[src/rtl/accumulator_2x2.sv]
// 2x2 binary32 accumulator: four running sums updated in parallel per start,
// using four identical pipelined floating-point adder lanes.

module fp_add_lane #(
    parameter int ADD_LAT = 4
) (
    input  logic        clk,
    input  logic        reset,
    input  logic        launch,
    input  logic [31:0] a,
    input  logic [31:0] b,
    output logic [31:0] result,
    output logic        result_ready
);
    // Unpack, align and add are one stage each. The normalize/round/pack
    // result then runs through a delay line, so that result_ready rises
    // exactly ADD_LAT edges after the launch edge.
    localparam int DLY = ADD_LAT - 2;
    localparam logic [31:0] QNAN = 32'h7FC0_0000;

    logic        sa, sb;
    logic [7:0]  ea, eb;
    logic [22:0] fa, fb;
    logic        a_zero, b_zero, a_inf, b_inf, a_nan, b_nan, a_big;
    logic        sp_hit;
    logic [31:0] sp_val;

    logic        s1_valid, s1_sign, s1_sub, s1_sp_hit;
    logic [7:0]  s1_exp, s1_diff;
    logic [23:0] s1_mbig, s1_msml;
    logic [31:0] s1_sp_val;

    logic [26:0] ext, shifted, lost, aligned;

    logic        s2_valid, s2_sign, s2_sub, s2_sp_hit;
    logic [7:0]  s2_exp;
    logic [26:0] s2_big, s2_sml;
    logic [31:0] s2_sp_val;

    logic        s3_valid, s3_sign, s3_sp_hit;
    logic [7:0]  s3_exp;
    logic [27:0] s3_sum;
    logic [31:0] s3_sp_val;

    logic [4:0]        lz;
    logic              found;
    logic [26:0]       norm;
    logic signed [9:0] exp_n, exp_r;
    logic              round_up;
    logic [24:0]       rounded;
    logic [22:0]       frac;
    logic [31:0]       packed_val;

    logic [31:0]    dly_val [DLY];
    logic [DLY-1:0] dly_vld;

    assign {sa, ea, fa} = a;
    assign {sb, eb, fb} = b;

    // Subnormal operands have a zero exponent field and are treated as zero.
    assign a_zero = (ea == 8'h00);
    assign b_zero = (eb == 8'h00);
    assign a_inf  = (ea == 8'hFF) && (fa == 23'd0);
    assign b_inf  = (eb == 8'hFF) && (fb == 23'd0);
    assign a_nan  = (ea == 8'hFF) && (fa != 23'd0);
    assign b_nan  = (eb == 8'hFF) && (fb != 23'd0);
    assign a_big  = ({ea, fa} >= {eb, fb});

    always_comb begin
        sp_hit = 1'b1;
        sp_val = 32'h0;
        if (a_nan || b_nan || (a_inf && b_inf && (sa != sb))) begin
            sp_val = QNAN;
        end else if (a_inf) begin
            sp_val = a;
        end else if (b_inf) begin
            sp_val = b;
        end else if (a_zero && b_zero) begin
            sp_val = {sa & sb, 31'd0};
        end else if (a_zero) begin
            sp_val = b;
        end else if (b_zero) begin
            sp_val = a;
        end else begin
            sp_hit = 1'b0;
        end
    end

    always_comb begin
        ext     = {s1_msml, 3'b000};
        shifted = 27'd0;
        lost    = 27'd0;
        aligned = 27'd1;
        if (s1_diff < 8'd27) begin
            shifted = ext >> s1_diff;
            lost    = ext & ~(27'h7FF_FFFF << s1_diff);
            aligned = {shifted[26:1], shifted[0] | (|lost)};
        end
    end

    always_comb begin
        lz         = 5'd0;
        found      = 1'b0;
        norm       = 27'd0;
        exp_n      = 10'sd0;
        exp_r      = 10'sd0;
        round_up   = 1'b0;
        rounded    = 25'd0;
        frac       = 23'd0;
        packed_val = 32'h0;
        for (int i = 26; i >= 0; i--) begin
            if (!found && s3_sum[i]) begin
                lz    = 5'(26 - i);
                found = 1'b1;
            end
        end
        if (s3_sum[27]) begin
            norm  = {s3_sum[27:2], s3_sum[1] | s3_sum[0]};
            exp_n = $signed({2'b00, s3_exp}) + 10'sd1;
        end else begin
            norm  = s3_sum[26:0] << lz;
            exp_n = $signed({2'b00, s3_exp}) - $signed({5'b00000, lz});
        end
        // Round to nearest, ties to even; norm[2:0] are guard/round/sticky.
        round_up = norm[2] & (norm[1] | norm[0] | norm[3]);
        rounded  = {1'b0, norm[26:3]} + {24'd0, round_up};
        if (rounded[24]) begin
            exp_r = exp_n + 10'sd1;
            frac  = rounded[23:1];
        end else begin
            exp_r = exp_n;
            frac  = rounded[22:0];
        end
        if (s3_sp_hit) begin
            packed_val = s3_sp_val;
        end else if (s3_sum == 28'd0) begin
            packed_val = 32'h0;
        end else if (exp_r >= 10'sd255) begin
            packed_val = {s3_sign, 8'hFF, 23'd0};
        end else if (exp_r <= 10'sd0) begin
            packed_val = 32'h0;
        end else begin
            packed_val = {s3_sign, exp_r[7:0], frac};
        end
    end

    always_ff @(posedge clk) begin
        if (reset) begin
            s1_valid <= 1'b0;
            s2_valid <= 1'b0;
            s3_valid <= 1'b0;
            dly_vld  <= '0;
        end else begin
            s1_valid   <= launch;
            s2_valid   <= s1_valid;
            s3_valid   <= s2_valid;
            dly_vld[0] <= s3_valid;
            for (int i = 1; i < DLY; i++) begin
                dly_vld[i] <= dly_vld[i-1];
            end
        end
    end

    always_ff @(posedge clk) begin
        s1_sign   <= a_big ? sa : sb;
        s1_sub    <= sa ^ sb;
        s1_exp    <= a_big ? ea : eb;
        s1_diff   <= a_big ? (ea - eb) : (eb - ea);
        s1_mbig   <= {1'b1, a_big ? fa : fb};
        s1_msml   <= {1'b1, a_big ? fb : fa};
        s1_sp_hit <= sp_hit;
        s1_sp_val <= sp_val;

        s2_sign   <= s1_sign;
        s2_sub    <= s1_sub;
        s2_exp    <= s1_exp;
        s2_big    <= {s1_mbig, 3'b000};
        s2_sml    <= aligned;
        s2_sp_hit <= s1_sp_hit;
        s2_sp_val <= s1_sp_val;

        s3_sign   <= s2_sign;
        s3_exp    <= s2_exp;
        s3_sum    <= s2_sub ? ({1'b0, s2_big} - {1'b0, s2_sml})
                            : ({1'b0, s2_big} + {1'b0, s2_sml});
        s3_sp_hit <= s2_sp_hit;
        s3_sp_val <= s2_sp_val;

        dly_val[0] <= packed_val;
        for (int i = 1; i < DLY; i++) begin
            dly_val[i] <= dly_val[i-1];
        end
    end

    assign result       = dly_val[DLY-1];
    assign result_ready = dly_vld[DLY-1];

endmodule

// state | meaning
// IDLE  | waiting for start; operands captured on the accepting edge
// SETUP | launch the four lanes on (accumulator, operand)
// ADD   | wait for result_ready, then write accumulators and pulse done
module accumulator_2x2 #(
    parameter int ADD_LAT = 4
) (
    input  logic        clk,
    input  logic        reset,
    input  logic        start,
    input  logic [31:0] i_a11,
    input  logic [31:0] i_a12,
    input  logic [31:0] i_a21,
    input  logic [31:0] i_a22,
    output logic [31:0] o_a11,
    output logic [31:0] o_a12,
    output logic [31:0] o_a21,
    output logic [31:0] o_a22,
    output logic        done
);
    typedef enum logic [1:0] {IDLE, SETUP, ADD} state_t;

    state_t           state, state_next;
    logic             capture, launch, accept;
    logic [3:0][31:0] acc, opnd, sum;
    logic [3:0]       ready;

    always_ff @(posedge clk) begin
        if (reset) begin
            state <= IDLE;
        end else begin
            state <= state_next;
        end
    end

    always_comb begin
        state_next = state;
        capture    = 1'b0;
        launch     = 1'b0;
        accept     = 1'b0;
        case (state)
            IDLE: begin
                if (start) begin
                    capture    = 1'b1;
                    state_next = SETUP;
                end
            end
            SETUP: begin
                launch     = 1'b1;
                state_next = ADD;
            end
            ADD: begin
                if (&ready) begin
                    accept     = 1'b1;
                    state_next = IDLE;
                end
            end
            default: state_next = IDLE;
        endcase
    end

    always_ff @(posedge clk) begin
        if (capture) begin
            opnd <= {i_a22, i_a21, i_a12, i_a11};
        end
    end

    always_ff @(posedge clk) begin
        if (reset) begin
            acc  <= '0;
            done <= 1'b0;
        end else begin
            done <= accept;
            if (accept) begin
                acc <= sum;
            end
        end
    end

    for (genvar g = 0; g < 4; g++) begin : g_lane
        fp_add_lane #(.ADD_LAT(ADD_LAT)) u_lane (
            .clk          (clk),
            .reset        (reset),
            .launch       (launch),
            .a            (acc[g]),
            .b            (opnd[g]),
            .result       (sum[g]),
            .result_ready (ready[g])
        );
    end

    assign o_a11 = acc[0];
    assign o_a12 = acc[1];
    assign o_a21 = acc[2];
    assign o_a22 = acc[3];

endmodule

[config.mk]
export PLATFORM = sky130hd
export DESIGN_NAME = accumulator_2x2
export DESIGN_NICKNAME = d
export VERILOG_FILES = /design/src/rtl/accumulator_2x2.sv
export SDC_FILE = /design/constraint.sdc
export NUM_CORES = 2
export LEC_CHECK = 0
export BUFFER_PORTS_ARGS = -buffer_cell sky130_fd_sc_hd__buf_2
export CORE_ASPECT_RATIO = 1.1
export CORE_MARGIN = 2
export CORE_UTILIZATION = 35
export DETAILED_ROUTE_END_ITERATION = 10
export PLACE_DENSITY = 0.57
export REMOVE_ABC_BUFFERS = 1
export SYNTH_ARGS = -nofsm -noshare
export SYNTH_HDL_FRONTEND = slang
export SYNTH_SLANG_ARGS = --single-unit
[constraint.sdc]
create_clock -name clk -period 32.1 [get_ports clk]
set_input_delay 0 -clock clk [delete_from_list [all_inputs] [get_ports clk]]
set_output_delay 0 -clock clk [all_outputs]
set_load 0.01 [all_outputs]
==> run_summary.xml <==
<?xml version="1.0" encoding="UTF-8"?>
<metrics>
  <group name="timing">
    <metric name="worst_clock_skew" unit="ns">0.0312</metric>
    <metric name="timing.final.crit_share" unit="%">24.2</metric>
    <metric name="clock.fmax" unit="GHz">0.129</metric>
    <metric name="final_critical_delay_including_setup_and_external_delays" unit="ns">7.76</metric>
    <metric name="rsz0062_at_grt" unit="">false</metric>
    <metric name="setup_viol" unit="">0</metric>
    <metric name="worst_pin_slew" unit="ns">1.24</metric>
    <metric name="setup-tns-final" unit="ns">0</metric>
    <metric name="final-hold-violation-count" unit="">0</metric>
    <metric name="slew_headroom" unit="%">14.9</metric>
    <metric name="final-max-slew-violation-count" unit="">0</metric>
    <metric name="holdWs" unit="ns">0.0675</metric>
  </group>
  <group name="yosys">
    <metric name="ys_seq_elements" unit="">1560</metric>
    <metric name="cell_taking_the_most_area_after_synthesis" unit="">dfxtp_1</metric>
    <metric name="synth_edf_count" unit="">128</metric>
    <metric name="mapped_area" unit="µm²">75400</metric>
    <metric name="syn_inst" unit="">8410</metric>
    <metric name="synth.top_cell.area_share" unit="%">38.0</metric>
    <metric name="synthDistinctLibCells" unit="">124</metric>
    <metric name="synth_flop_cell" unit="">dfxtp_1</metric>
    <metric name="synth.top_cells.by_area" unit="">dfxtp_1, ha_1, edfxtp_1</metric>
    <metric name="post_synth.cell_area_avg" unit="µm²">8.97</metric>
    <metric name="ys_async_sr_fraction" unit="%">0</metric>
    <metric name="yosys_warnings" unit="">0</metric>
    <metric name="synth.yosys.seq_area_share" unit="%">43.1</metric>
  </group>
  <group name="final_layout">
    <metric name="layout.cell_area.non_filler" unit="µm²">87500</metric>
    <metric name="area_growth_syn_to_layout" unit="%">16.0</metric>
    <metric name="post_route_cells_drive_above_1_share" unit="%">11.2</metric>
    <metric name="layout.nets" unit="">9266</metric>
  </group>
  <group name="clock_tree">
    <metric name="clock_path_buffers" unit="">3</metric>
    <metric name="cts.reportedPaths.clkPinSlew" unit="ns">0.07</metric>
    <metric name="cts_root_buffer" unit="">clkbuf_16</metric>
    <metric name="cts.sink_count" unit="">1560</metric>
    <metric name="clk-insertion-delay-late" unit="ns">0.82</metric>
    <metric name="tritoncts.num_buffers" unit="">164</metric>
    <metric name="cts_tree" unit="">yes</metric>
    <metric name="cts_repair_resize_count" unit="">0</metric>
    <metric name="post_cts.repair.setup_buffers" unit="">0</metric>
    <metric name="number_of_h_tree_levels" unit="">4</metric>
  </group>
  <group name="pwr">
    <metric name="leakagePower" unit="nW">35.3</metric>
    <metric name="p_per_area" unit="nW/µm²">57.3</metric>
    <metric name="p_total" unit="W">0.00501</metric>
    <metric name="vdd_ir_drop_max" unit="V">0.0000475</metric>
  </group>
  <group name="worst_setup_path">
    <metric name="timing.critical_path.arrival" unit="ns">8.47</metric>
    <metric name="start_kind" unit="">register</metric>
    <metric name="crit_path_max_fanout" unit="">31</metric>
    <metric name="worstPathRequired" unit="ns">32.80</metric>
    <metric name="worst_setup_path_end_kind" unit="">register</metric>
    <metric name="timing.setup.critical_path_class" unit="">reg -&gt; reg</metric>
  </group>
  <group name="route">
    <metric name="detail_route.vias_per_cell" unit="">5.53</metric>
    <metric name="detail_route.first_pass.iterations" unit="">6</metric>
    <metric name="drtIter0Drc" unit="">5821</metric>
    <metric name="routedWlPerCell" unit="µm">22.3</metric>
    <metric name="detailed_route_wire_length" unit="mm">262</metric>
    <metric name="drcViolationCount" unit="">0</metric>
    <metric name="num_vias" unit="">65000</metric>
    <metric name="antenna_left" unit="">0</metric>
  </group>
  <group name="status">
    <metric name="outcome" unit="">completed</metric>
  </group>
  <group name="global_routing">
    <metric name="global_route.overflow_total" unit="">0</metric>
    <metric name="number_of_antenna_violations_at_the_first_check_in_global_routing" unit="">13</metric>
    <metric name="gr-usage-all-layers" unit="%">23.1</metric>
    <metric name="grt_pass1_wl" unit="mm">394</metric>
    <metric name="vias_in_the_first_global_route" unit="">63500</metric>
    <metric name="grt_max_degree" unit="">87</metric>
  </group>
  <group name="hold_path">
    <metric name="worst_hold_path_type" unit="">in -&gt; reg</metric>
  </group>
  <group name="placement">
    <metric name="dp_hpwl" unit="mm">193</metric>
    <metric name="portBuffers" unit="">259</metric>
    <metric name="routabilityCongestion" unit="">0.967</metric>
    <metric name="detailed_place.area" unit="µm²">79400</metric>
  </group>
  <group name="floorplanning">
    <metric name="die_width" unit="µm">447</metric>
    <metric name="coreArea" unit="µm²">214000</metric>
    <metric name="die_height" unit="µm">491</metric>
    <metric name="placementRows" unit="">178</metric>
    <metric name="die-area" unit="µm²">219000</metric>
    <metric name="num_io_pins" unit="">260</metric>
    <metric name="starting_utilization_of_the_core_area" unit="%">35.2</metric>
  </group>
  <group name="flow_run">
    <metric name="drv_cap" unit="">0</metric>
  </group>
</metrics>
[registers in the layout, summed over array words and instances, names as in the netlist, 32 cells and up]
signal                   flops
o_a11                       32
o_a12                       32
g_lane.u_lane.s3_exp        32
g_lane.u_lane.s2_big        92
g_lane.u_lane.s3_sp_val    128
g_lane.u_lane.s1_mbig       92
g_lane.u_lane.s1_exp        32
o_a21                       32
g_lane.u_lane.s3_sum       112
g_lane.u_lane.s2_sml       108
o_a22                       32
g_lane.u_lane.s1_msml       92
opnd                       128
g_lane.u_lane.s1_diff       32
g_lane.u_lane.s2_sp_val    128
g_lane.u_lane.dly_val      256
g_lane.u_lane.s1_sp_val    128
g_lane.u_lane.s2_exp        32
[final cells by class]
cell class                 instances  area (µm²)
inverter                         474        1780
clock inverter                    77         893
fill                           21200      127000
multi-input combinational       5926       39400
antenna                            4        10.0
timing repair buffer             613        4600
sequential                      1560       32500
clock buffer                     219        4670
tap                             2880        3600
[critical path, cell delays in order (launching register included)]
cell,delay (ns)
dfxtp_1,0.39
nor4_1,0.85
nand2_1,0.49
or4_4,0.67
o311ai_4,0.11
or2_1,0.16
buf_4,0.33
inv_2,0.35
a211oi_2,0.35
nor2_1,0.14
o21ai_0,0.34
ha_1,0.25
inv_1,0.07
a2111o_1,0.49
nand4b_1,0.29
nor4_4,0.53
nand2_1,0.44
mux2i_1,0.25
a41oi_4,0.25
o211ai_2,0.49
o31ai_2,0.39
[through the flow]
step	setup slack, ns	util [%]	std cells
floorplan	21.69	-	7960
global placement	24.66	37.1	11200
detailed placement	24.44	37.1	11200
CTS	24.38	40.9	11700
global route	23.67	40.9	11800
finish	24.34	40.9	11800
[cells in the mapped netlist, types with 60 or more instances]
library cell	count
inv_1	453
a22oi_1	106
or3_1	60
nand2_1	939
o31ai_1	67
edfxtp_1	128
dfxtp_1	1432
mux2_2	165
nor4_1	100
nand2b_1	82
nor2b_1	81
a21oi_1	580
nand3_1	195
a211oi_1	89
clkbuf_1	334
nor3_1	197
o211ai_1	72
a21o_1	71
xor2_1	91
mux2i_1	198
nor2_1	614
a31oi_1	77
o21ai_0	506
nand4_1	97
xnor2_1	170
ha_1	380
[timing repair]
item | in CTS | in global routing
setup endpoints to repair | 0 | 0
hold buffers | 254 | 1
endpoints found under the hold margin | 212 | 1
[placed cells by master (no fill, tap or decap), types with 45 or more instances in the layout]
cell           count
a211oi_1          89
a21o_1            71
a21oi_1          579
a221o_1           50
a22o_1            57
a22oi_1          106
a31oi_1           77
and2_1            48
and3_1            49
buf_2            258
buf_4             99
clkbuf_16        169
dfxtp_1         1430
dlygate4sd3_1    255
edfxtp_1         128
ha_1             380
inv_1            453
mux2_2           165
mux2i_1          198
nand2_1          939
nand2b_1          82
nand3_1          195
nand4_1           97
nor2_1           610
nor2b_1           81
nor3_1           195
nor4_1           100
o211ai_1          72
o21ai_0          504
o22ai_1           45
o31ai_1           63
or3_1             60
xnor2_1          170
xor2_1            91
[per-layer routing]
layer  track usage [%]  part of all wire [%]  up-vias
met5                 0                0.0073        -
met4              9.04                   4.0        2
met3              2.83                   5.4      549
met2              38.7                    47     2421
met1              30.0                    43    31300
li1                  -                     -    30800
[report_power, final]
| group | total, W | switching (W) | leakage [nW] | internal [W] |
|---|---|---|---|---|
| Sequential | 0.00223 | 0.000134 | 13.2 | 0.00210 |
| Clock | 0.00193 | 0.000821 | 2.72 | 0.00111 |
| Combinational | 0.000844 | 0.000530 | 19.4 | 0.000314 |
[logic make-up (layout without fill, tap and decap cells)]
group,after synthesis,count (layout),synth area share [%]
multiplexers,386,386,5.78
buffers and inverters,924,1383,4.82
XOR/XNOR,261,261,3.03
flip-flops,1560,1560,43.1
adder cells (fa/ha/maj),396,396,6.73
AO/OA/AOI/OAI,2230,2230,19.7
other,0,4,0
AND/OR/NAND/NOR,2653,2653,16.9
[worst paths after layout]
check                                            endpoint                                  start  slack [ns]  cells after the start
setup / recovery  g_lane[3].u_lane.dly_val[0][13]$_DFF_P_    g_lane[3].u_lane.s3_sum[25]$_DFF_P_       24.34                     20
hold / removal                         opnd[32]$_DFFE_PP_                               i_a12[0]        0.07                      2
setup reg to reg  g_lane[3].u_lane.dly_val[0][13]$_DFF_P_    g_lane[3].u_lane.s3_sum[25]$_DFF_P_       24.34                     20
hold reg to reg     g_lane[2].u_lane.s3_sp_val[0]$_DFF_P_  g_lane[2].u_lane.s2_sp_val[0]$_DFF_P_        0.31                      0
(Power assumes the default switching activity.)
